`src/rtl/bus_arbiter12_if.sv`:
```
// Bundle of request, bus and capture signals between the bus arbiter and the bus sources.
interface bus_arbiter12_if #(
  parameter int NUM_SRC = 4
);
  logic [NUM_SRC-1:0] req;
  logic [11:0]        bus_in;
  logic [NUM_SRC-1:0] ctrl;
  logic [11:0]        data_out;
  logic               data_valid;
  logic [2:0]         src_id;
  logic               busy;

  modport master (
    input  req, bus_in,
    output ctrl, data_out, data_valid, src_id, busy
  );

  modport slave (
    output req, bus_in,
    input  ctrl, data_out, data_valid, src_id, busy
  );
endinterface

```
`src/rtl/bus_arbiter12.sv`:
```
// Round-robin arbiter for the shared 12-bit bus with a one-cycle turnaround and registered capture.
// Define BUS_ARB_TIMEOUT_EN to force a release after MAX_GRANT captured words.
module bus_arbiter12 #(
  parameter int NUM_SRC   = 4,
  parameter int MAX_GRANT = 8
) (
  input  logic            clock,
  input  logic            resetn,
  bus_arbiter12_if.master bus
);
  typedef enum logic [1:0] {IDLE, GRANT, TURN} state_t;

  state_t             state, state_next;
  logic [2:0]         grant_idx, grant_next;
  logic [2:0]         last, last_next;
  logic [NUM_SRC-1:0] ctrl_q, ctrl_next;
  logic [11:0]        data_q;
  logic               valid_q;
  logic [2:0]         src_q;
  logic               capture;
  logic               limit_hit;
  logic [7:0]         req8;
  logic [2:0]         cand;
  logic               pick_found;
  logic [2:0]         pick_idx;

  if (NUM_SRC < 2 || NUM_SRC > 8 || MAX_GRANT < 1) begin : g_param_check
    $error("bus_arbiter12: NUM_SRC must be 2..8 and MAX_GRANT at least 1");
  end

  assign req8 = 8'(bus.req);

  // Round-robin search: first requester strictly after the last winner, wrapping.
  always_comb begin
    pick_found = 1'b0;
    pick_idx   = '0;
    cand       = '0;
    for (int i = 1; i <= NUM_SRC; i++) begin
      cand = 3'((int'(last) + i) % NUM_SRC);
      if (!pick_found && req8[cand]) begin
        pick_found = 1'b1;
        pick_idx   = cand;
      end
    end
  end

`ifdef BUS_ARB_TIMEOUT_EN
  localparam int CW = $clog2(MAX_GRANT + 1);
  logic [CW-1:0] word_cnt;

  // Held at zero outside GRANT, so it is clear on every entry to GRANT.
  always_ff @(posedge clock or negedge resetn) begin
    if (!resetn)              word_cnt <= '0;
    else if (state != GRANT)  word_cnt <= '0;
    else if (capture)         word_cnt <= word_cnt + CW'(1);
  end

  assign limit_hit = (word_cnt == CW'(MAX_GRANT - 1));
`else
  assign limit_hit = 1'b0;
`endif

  // NOTE: every signal gets a default before the case, so no path leaves one unassigned (no latch).
  always_comb begin
    state_next = state;
    grant_next = grant_idx;
    last_next  = last;
    ctrl_next  = ctrl_q;
    capture    = 1'b0;
    case (state)
      IDLE, TURN: begin
        state_next = IDLE;
        ctrl_next  = '0;
        if (pick_found) begin
          state_next = GRANT;
          grant_next = pick_idx;
          last_next  = pick_idx;
          ctrl_next  = NUM_SRC'(1) << pick_idx;
        end
      end
      GRANT: begin
        if (req8[grant_idx]) begin
          capture = 1'b1;
          // The limiting capture and the release share one edge.
          if (limit_hit) begin
            state_next = TURN;
            ctrl_next  = '0;
          end
        end else begin
          state_next = TURN;
          ctrl_next  = '0;
        end
      end
      default: begin
        state_next = IDLE;
        ctrl_next  = '0;
      end
    endcase
  end

  // NOTE: sequential state uses non-blocking assignments so every register samples pre-edge values.
  always_ff @(posedge clock or negedge resetn) begin
    if (!resetn) begin
      state     <= IDLE;
      grant_idx <= '0;
      last      <= 3'(NUM_SRC - 1);
      ctrl_q    <= '0;
      data_q    <= '0;
      valid_q   <= 1'b0;
      src_q     <= '0;
    end else begin
      state     <= state_next;
      grant_idx <= grant_next;
      last      <= last_next;
      ctrl_q    <= ctrl_next;
      valid_q   <= capture;
      if (capture) begin
        data_q <= bus.bus_in;
        src_q  <= grant_idx;
      end
    end
  end

  assign bus.ctrl       = ctrl_q;
  assign bus.data_out   = data_q;
  assign bus.data_valid = valid_q;
  assign bus.src_id     = src_q;
  assign bus.busy       = (state != IDLE);
endmodule
```
`src/flat_wrapper.sv`:
```
// flat-port wrapper written by rule: the top's interface ports become plain ports
module bus_arbiter12_flat 
#(
  parameter int NUM_SRC   = 4,
  parameter int MAX_GRANT = 8
)
  (clock, resetn, bus_req, bus_bus_in, bus_ctrl, bus_data_out, bus_data_valid, bus_src_id, bus_busy);
  bus_arbiter12_if #(.NUM_SRC(NUM_SRC)) bus_i ();
  input  logic clock;
  input  logic resetn;
  input wire logic [$bits(bus_i.req)-1:0] bus_req;
  input wire logic [$bits(bus_i.bus_in)-1:0] bus_bus_in;
  output wire logic [$bits(bus_i.ctrl)-1:0] bus_ctrl;
  output wire logic [$bits(bus_i.data_out)-1:0] bus_data_out;
  output wire logic [$bits(bus_i.data_valid)-1:0] bus_data_valid;
  output wire logic [$bits(bus_i.src_id)-1:0] bus_src_id;
  output wire logic [$bits(bus_i.busy)-1:0] bus_busy;
  assign bus_i.req = bus_req;
  assign bus_i.bus_in = bus_bus_in;
  assign bus_ctrl = bus_i.ctrl;
  assign bus_data_out = bus_i.data_out;
  assign bus_data_valid = bus_i.data_valid;
  assign bus_src_id = bus_i.src_id;
  assign bus_busy = bus_i.busy;
  bus_arbiter12 #(.NUM_SRC(NUM_SRC), .MAX_GRANT(MAX_GRANT)) u_core (.clock(clock), .resetn(resetn), .bus(bus_i));
endmodule
```
`config.mk`:
```
export PLATFORM = sky130hd
export DESIGN_NAME = bus_arbiter12_flat
export DESIGN_NICKNAME = d
export VERILOG_FILES = /design/src/rtl/bus_arbiter12_if.sv /design/src/rtl/bus_arbiter12.sv /design/src/flat_wrapper.sv
export SDC_FILE = /design/constraint.sdc
export NUM_CORES = 1
export LEC_CHECK = 0
export CAP_MARGIN = 20
export CORE_MARGIN = 8
export CORE_UTILIZATION = 39
export DETAILED_ROUTE_END_ITERATION = 8
export PLACE_DENSITY = 0.74
export SYNTH_ARGS = -nofsm -noshare
export SYNTH_HDL_FRONTEND = slang
export SYNTH_SLANG_ARGS = --single-unit
export TNS_END_PERCENT = 5
```
`constraint.sdc`:
```
create_clock -name clock -period 1.5 [get_ports clock]
set_input_delay 0.3 -clock clock [delete_from_list [all_inputs] [get_ports clock]]
set_output_delay 0.3 -clock clock [all_outputs]
set_load 0.05 [all_outputs]
```
Word-level counts from Yosys, hierarchy flattened
Cells that the tools add are included.
- flip-flop bits (word level): 27
- input bits: 18
- output and inout port bits: 21
- word-level logic and storage cells: 64
- add/sub/neg operators: 4
- magnitude comparators: 5
- equal/unequal tests: 3
- shifts and indexed selects: 1
- multiplexer cells: 26
- bitwise gates (word level): 4
- reduce and logical (&&, ||, !) cells: 14
- operators with widths (cell ; count):
    less-than comparator 3 x 4 -> 1 bit, second input constant ; 5
    binary-select mux 1 bit (select 3 bit) ; 5
    two-way mux 1 bit ; 12
    two-way mux 3 bit ; 4
    OR reduction 2 bit ; 5
    two-way mux 4 bit ; 2
    one-hot mux 4 bit (2 select lines) ; 1
    adder 2 x 1 -> 2 bit, second input constant ; 2
    adder 2 bit, second input constant ; 2
    bitwise AND 1 bit, first input constant ; 4
    one-hot mux 2 bit (2 select lines) ; 1
    << shifter 1 x 3 -> 4 bit, first input constant ; 1
    logical AND 1 bit ; 3
    logical NOT 1 bit ; 3
    equality test 2 x 1 -> 1 bit, second input constant ; 1
    equality test 2 bit, second input constant ; 1
    logical NOT 2 bit ; 1
    two-way mux 2 bit ; 1
    inequality test 2 bit, second input constant ; 1
    AND reduction 2 bit ; 1
    nonzero test 2 bit ; 1

Depth between registers and ports, before layout
- depth after elaboration: 18
- depth in mapped cells: 5
- depth with buffers taken out: 4

Least setup slack after synthesis
Ideal clock, no wire load.
- kind: register -> register
- start: reg u_core.grant_idx[0]
- end: reg u_core.data_q[10], in the netlist u_core.bus.data_out[10]
- setup time: 125 ps
- arrival time: 1487 ps
- required time: 1375 ps
- slack: -112 ps
- stages on the path, launching flop included: 5
- path buffers: 1
- clock period less this slack: 1612 ps
- cells stage by stage: dfrtp_1 mux4_2 nand3b_4 buf_8 mux2_4
- cells in the longest elaborated chain, start to end: 4
- ends and longest elaborated chain (what ; RTL line ; RTL):
    from (decl) ; bus_arbiter12.sv:14 ; logic [2:0] grant_idx, grant_next;
    from (signal assigned) ; bus_arbiter12.sv:113 ; grant_idx <= grant_next;
    binary-select mux 1 bit (select 3 bit) ; bus_arbiter12.sv:82 ; if (req8[grant_idx]) begin
    two-way mux 1 bit (implied by the code) ; bus_arbiter12.sv:82 ;
    two-way mux 1 bit ; bus_arbiter12.sv:82 ;
    two-way mux 1 bit ; bus_arbiter12.sv:70 ; case (state)
    to (signal assigned) ; bus_arbiter12.sv:118 ; data_q <= bus.bus_in;
    to (decl) ; bus_arbiter12.sv:17 ; logic [11:0] data_q;
Every way passes these cells. The select of a mux whose other input is x is not followed.
A chain may end at the register's enable or synchronous reset.

Worst setup path after layout
- start: reg u_core.grant_idx[0]
- end: reg u_core.data_q[6], in the netlist u_core.bus.data_out[6]
Same word-level chain as after synthesis.

==> flow_summary_export.csv <==
group,metric,value,unit
worst_setup_path,cp_max_fo,10,
logic_synthesis,synth_top_area_share,0.532,
logic_synthesis,synthTopCellsByCount,"dfrtp_1 (23), mux2_4 (8), mux2_2 (5)",
clock_tree,cts_buffers,3,
worst_setup_path,critPathCaptureType,"flip-flop",
placed_design,globalplace.congestion,0.737,
worst_setup_path,worst-setup-path-type,"reg2reg",
sta,setup_tns,-2.46,ns
floorplan,die_w,68.7,µm
global_routing,overflow,0,
clock_tree,cts_num_sinks,25,
logic_synthesis,synth_edf_count,0,
job,cap_viol_max_count,0,
logic_synthesis,synthFlopType,"dfrtp_1",
routing,wl_per_cell,17.4,µm
global_routing,grt_max_degree,26,
worst_hold_path,hold_class,"in2async",
logic_synthesis,synthCells,79,
clock_tree,clk_latency,0.31,ns
pwr,peakVddDrop,1.94,mV
cells_and_area,diodes,0,
placed_design,dp_hpwl,2.16,mm
logic_synthesis,seq_area_frac_synth,0.581,
clock_tree,clock-root-buffer,"clkbuf_4",
routing,first_iter_violations,11,
global_routing,grt_pass1_wl,4.20,mm
sta,fmax,597,MHz
logic_synthesis,ys_warn_count,0,
status,violations,"setup timing",
sta,skew,0.000781,ns
clock_tree,cts_hold_buf,0,
floorplan,die_area,4710,µm²
sta,final.setup.worst_slack,-0.174,ns
logic_synthesis,synthArstFlopShare,1.00,
sta,setup_viol,18,
floorplan,core,2690,µm²
global_routing,grt.met1_usage,0.130,
logic_synthesis,yosysMostFrequentCell,"dfrtp_1",
worst_setup_path,crit_required,1.71,ns
logic_synthesis,syn_avg_cell_area,13.7,µm²
logic_synthesis,synth_cell_type_count,29,
sta,drv_slew,0,
logic_synthesis,netlist.top_cell.by_area,"dfrtp_1",
clock_tree,cts_tree,"yes",
placed_design,place_ws,-0.549,ns
pwr,leakagePower,0.859,nW
logic_synthesis,synth_area_leaders,"dfrtp_1 (53%), mux2_4 (11%), mux2_2 (5.2%), dfstp_2 (4.9%), mux4_2 (2.1%)",
floorplan,initial_core_util,0.402,
worst_setup_path,cp-startpoint,"u_core.grant_idx[0]",
sta,rsz0062_at_grt,"yes",
logic_synthesis,syn-num-nets,97,
worst_setup_path,r2r-start,"u_core.grant_idx[0]",
global_routing,busiest_layer,"met2",
global_routing,grt_usage,0.118,
status,status,"finished with violations",
floorplan,die_h,68.7,µm
routing,wirelength,2.74,mm
clock_tree,htree_levels,1,
sta,period_minus_slack,1.67,ns
global_routing,antenna_found_initial,0,
sta,final.period_utilization,1.12,
pwr,p_total,0.00498,W
global_routing,use_met2,0.216,
routing,first_pass_iters,5,
floorplan,io_pins,39,
global_routing,met3_usage,0.0258,
routing,vias,779,
global_routing,first_global_vias,898,
cells_and_area,drive_above_1_share,0.460,
worst_setup_path,crit_arrival,1.89,ns
sta,hold_viol,0,
logic_synthesis,synth_seq_cells,25,
clock_tree,path_clk_slew,0.13,ns
cells_and_area,fillers,191,
logic_synthesis,syn-cell-area,1080,µm²
pwr,powerDensity,2740,nW/µm²
placed_design,port_buffers,37,
routing,drc,0,
routing,ant_nets,0,
cells_and_area,finalNetCount,145,
clock_tree,cts_buffer_depth,2,
worst_setup_path,cp-start-kind,"flip-flop",
cells_and_area,syn2layout_area_growth,68.2,%
routing,viasPerCell,4.96,
floorplan,std_cell_rows,19,
-- path summary, 6_finish.rpt --
kind | endpoint | slack, ns | cells past startpoint
setup / recovery | u_core.bus.data_out[6] | -0.17 | 4
hold / removal | u_core.bus.ctrl[3] | 0.32 | 2
setup reg to reg | u_core.bus.data_out[6] | -0.17 | 4
hold reg to reg | u_core.state[1] | 0.50 | 1
max in group asynchronous | u_core.last[0] | 0.89 | 2
min in group clock | u_core.state[1] | 0.50 | 1
-- report_power, final --
part           internal, W  switching [W]  total (W)
Clock            0.0000997       0.000197   0.000297
Combinational      0.00174        0.00153    0.00327
Sequential         0.00103       0.000386    0.00141
-- layout by cell type, fill, tap and decap left out, types with 2 or more instances in the layout --
cell             count
mux2_4              13
o21ai_0              3
nand2b_1             2
dfrtp_1             22
buf_12              21
a21oi_1              3
nand2_1              4
inv_1                2
nor2_1               4
dfstp_2              2
buf_4                8
clkbuf_4             3
clkdlybuf4s50_1     15
-- state kept, by name, summed over array words and instances (netlist names) --
register               count
u_core.bus.ctrl            4
u_core.bus.data_out       12
u_core.bus.data_valid      1
u_core.bus.src_id          2
u_core.grant_idx           2
u_core.state               2
u_core.last                2
-- repair_timing --
item,CTS,global route
endpoints found under the hold margin,0,0
setup buffers,0,1
pin swaps,2,0
gates resized for setup,9,5
setup endpoints to repair,21,24
cloned,0,0
-- kinds of logic (layout without fill, tap and decap cells) --
family | Yosys count | in the layout | share of synthesized area
buffers and inverters | 7 | 54 | 0.0382
multiplexers | 15 | 15 | 0.193
flip-flops | 25 | 25 | 0.581
AND/OR/NAND/NOR | 17 | 17 | 0.0949
AO/OA/AOI/OAI | 14 | 14 | 0.0891
other | 1 | 1 | 0.00347
-- worst max-delay path, stage by stage (launching register included) --
cell	delay (ns)
dfrtp_1	0.42
mux4_2	0.57
nand3b_4	0.13
buf_12	0.15
mux2_4	0.30
-- area by class of cell --
type	count	area, µm²	share of cell area
inverter	3	13.8	0.00757
clock buffer	3	22.5	0.0124
tap	31	38.8	0.0213
multi-input combinational	47	445	0.245
timing repair buffer	47	663	0.365
clock inverter	1	5.00	0.00275
sequential	25	629	0.346
-- metrics by stage --
| step | util | hold slack [ns] | cell area (µm²) | std cells |
|---|---|---|---|---|
| 6_report | 0.677 | 0.320 | 1820 | 157 |
| 4_1_cts | 0.668 | 0.326 | 1790 | 156 |
| 3_5_place_dp | 0.648 | 0.460 | 1740 | 152 |
| 2_1_floorplan | - | 0.00441 | 1080 | 79 |
| 3_3_place_gp | 0.648 | 0.446 | 1740 | 152 |
| 5_1_grt | 0.677 | 0.346 | 1820 | 157 |
-- per-layer routing --
layer,part of all wire,vias to the layer above,wire length (µm)
met2,0.55,30,1490
met4,0.0062,0,17
li1,-,367,-
met5,0,-,0
met1,0.37,380,1010
met3,0.078,2,214
No activity file was read; power rests on OpenSTA's default activity.
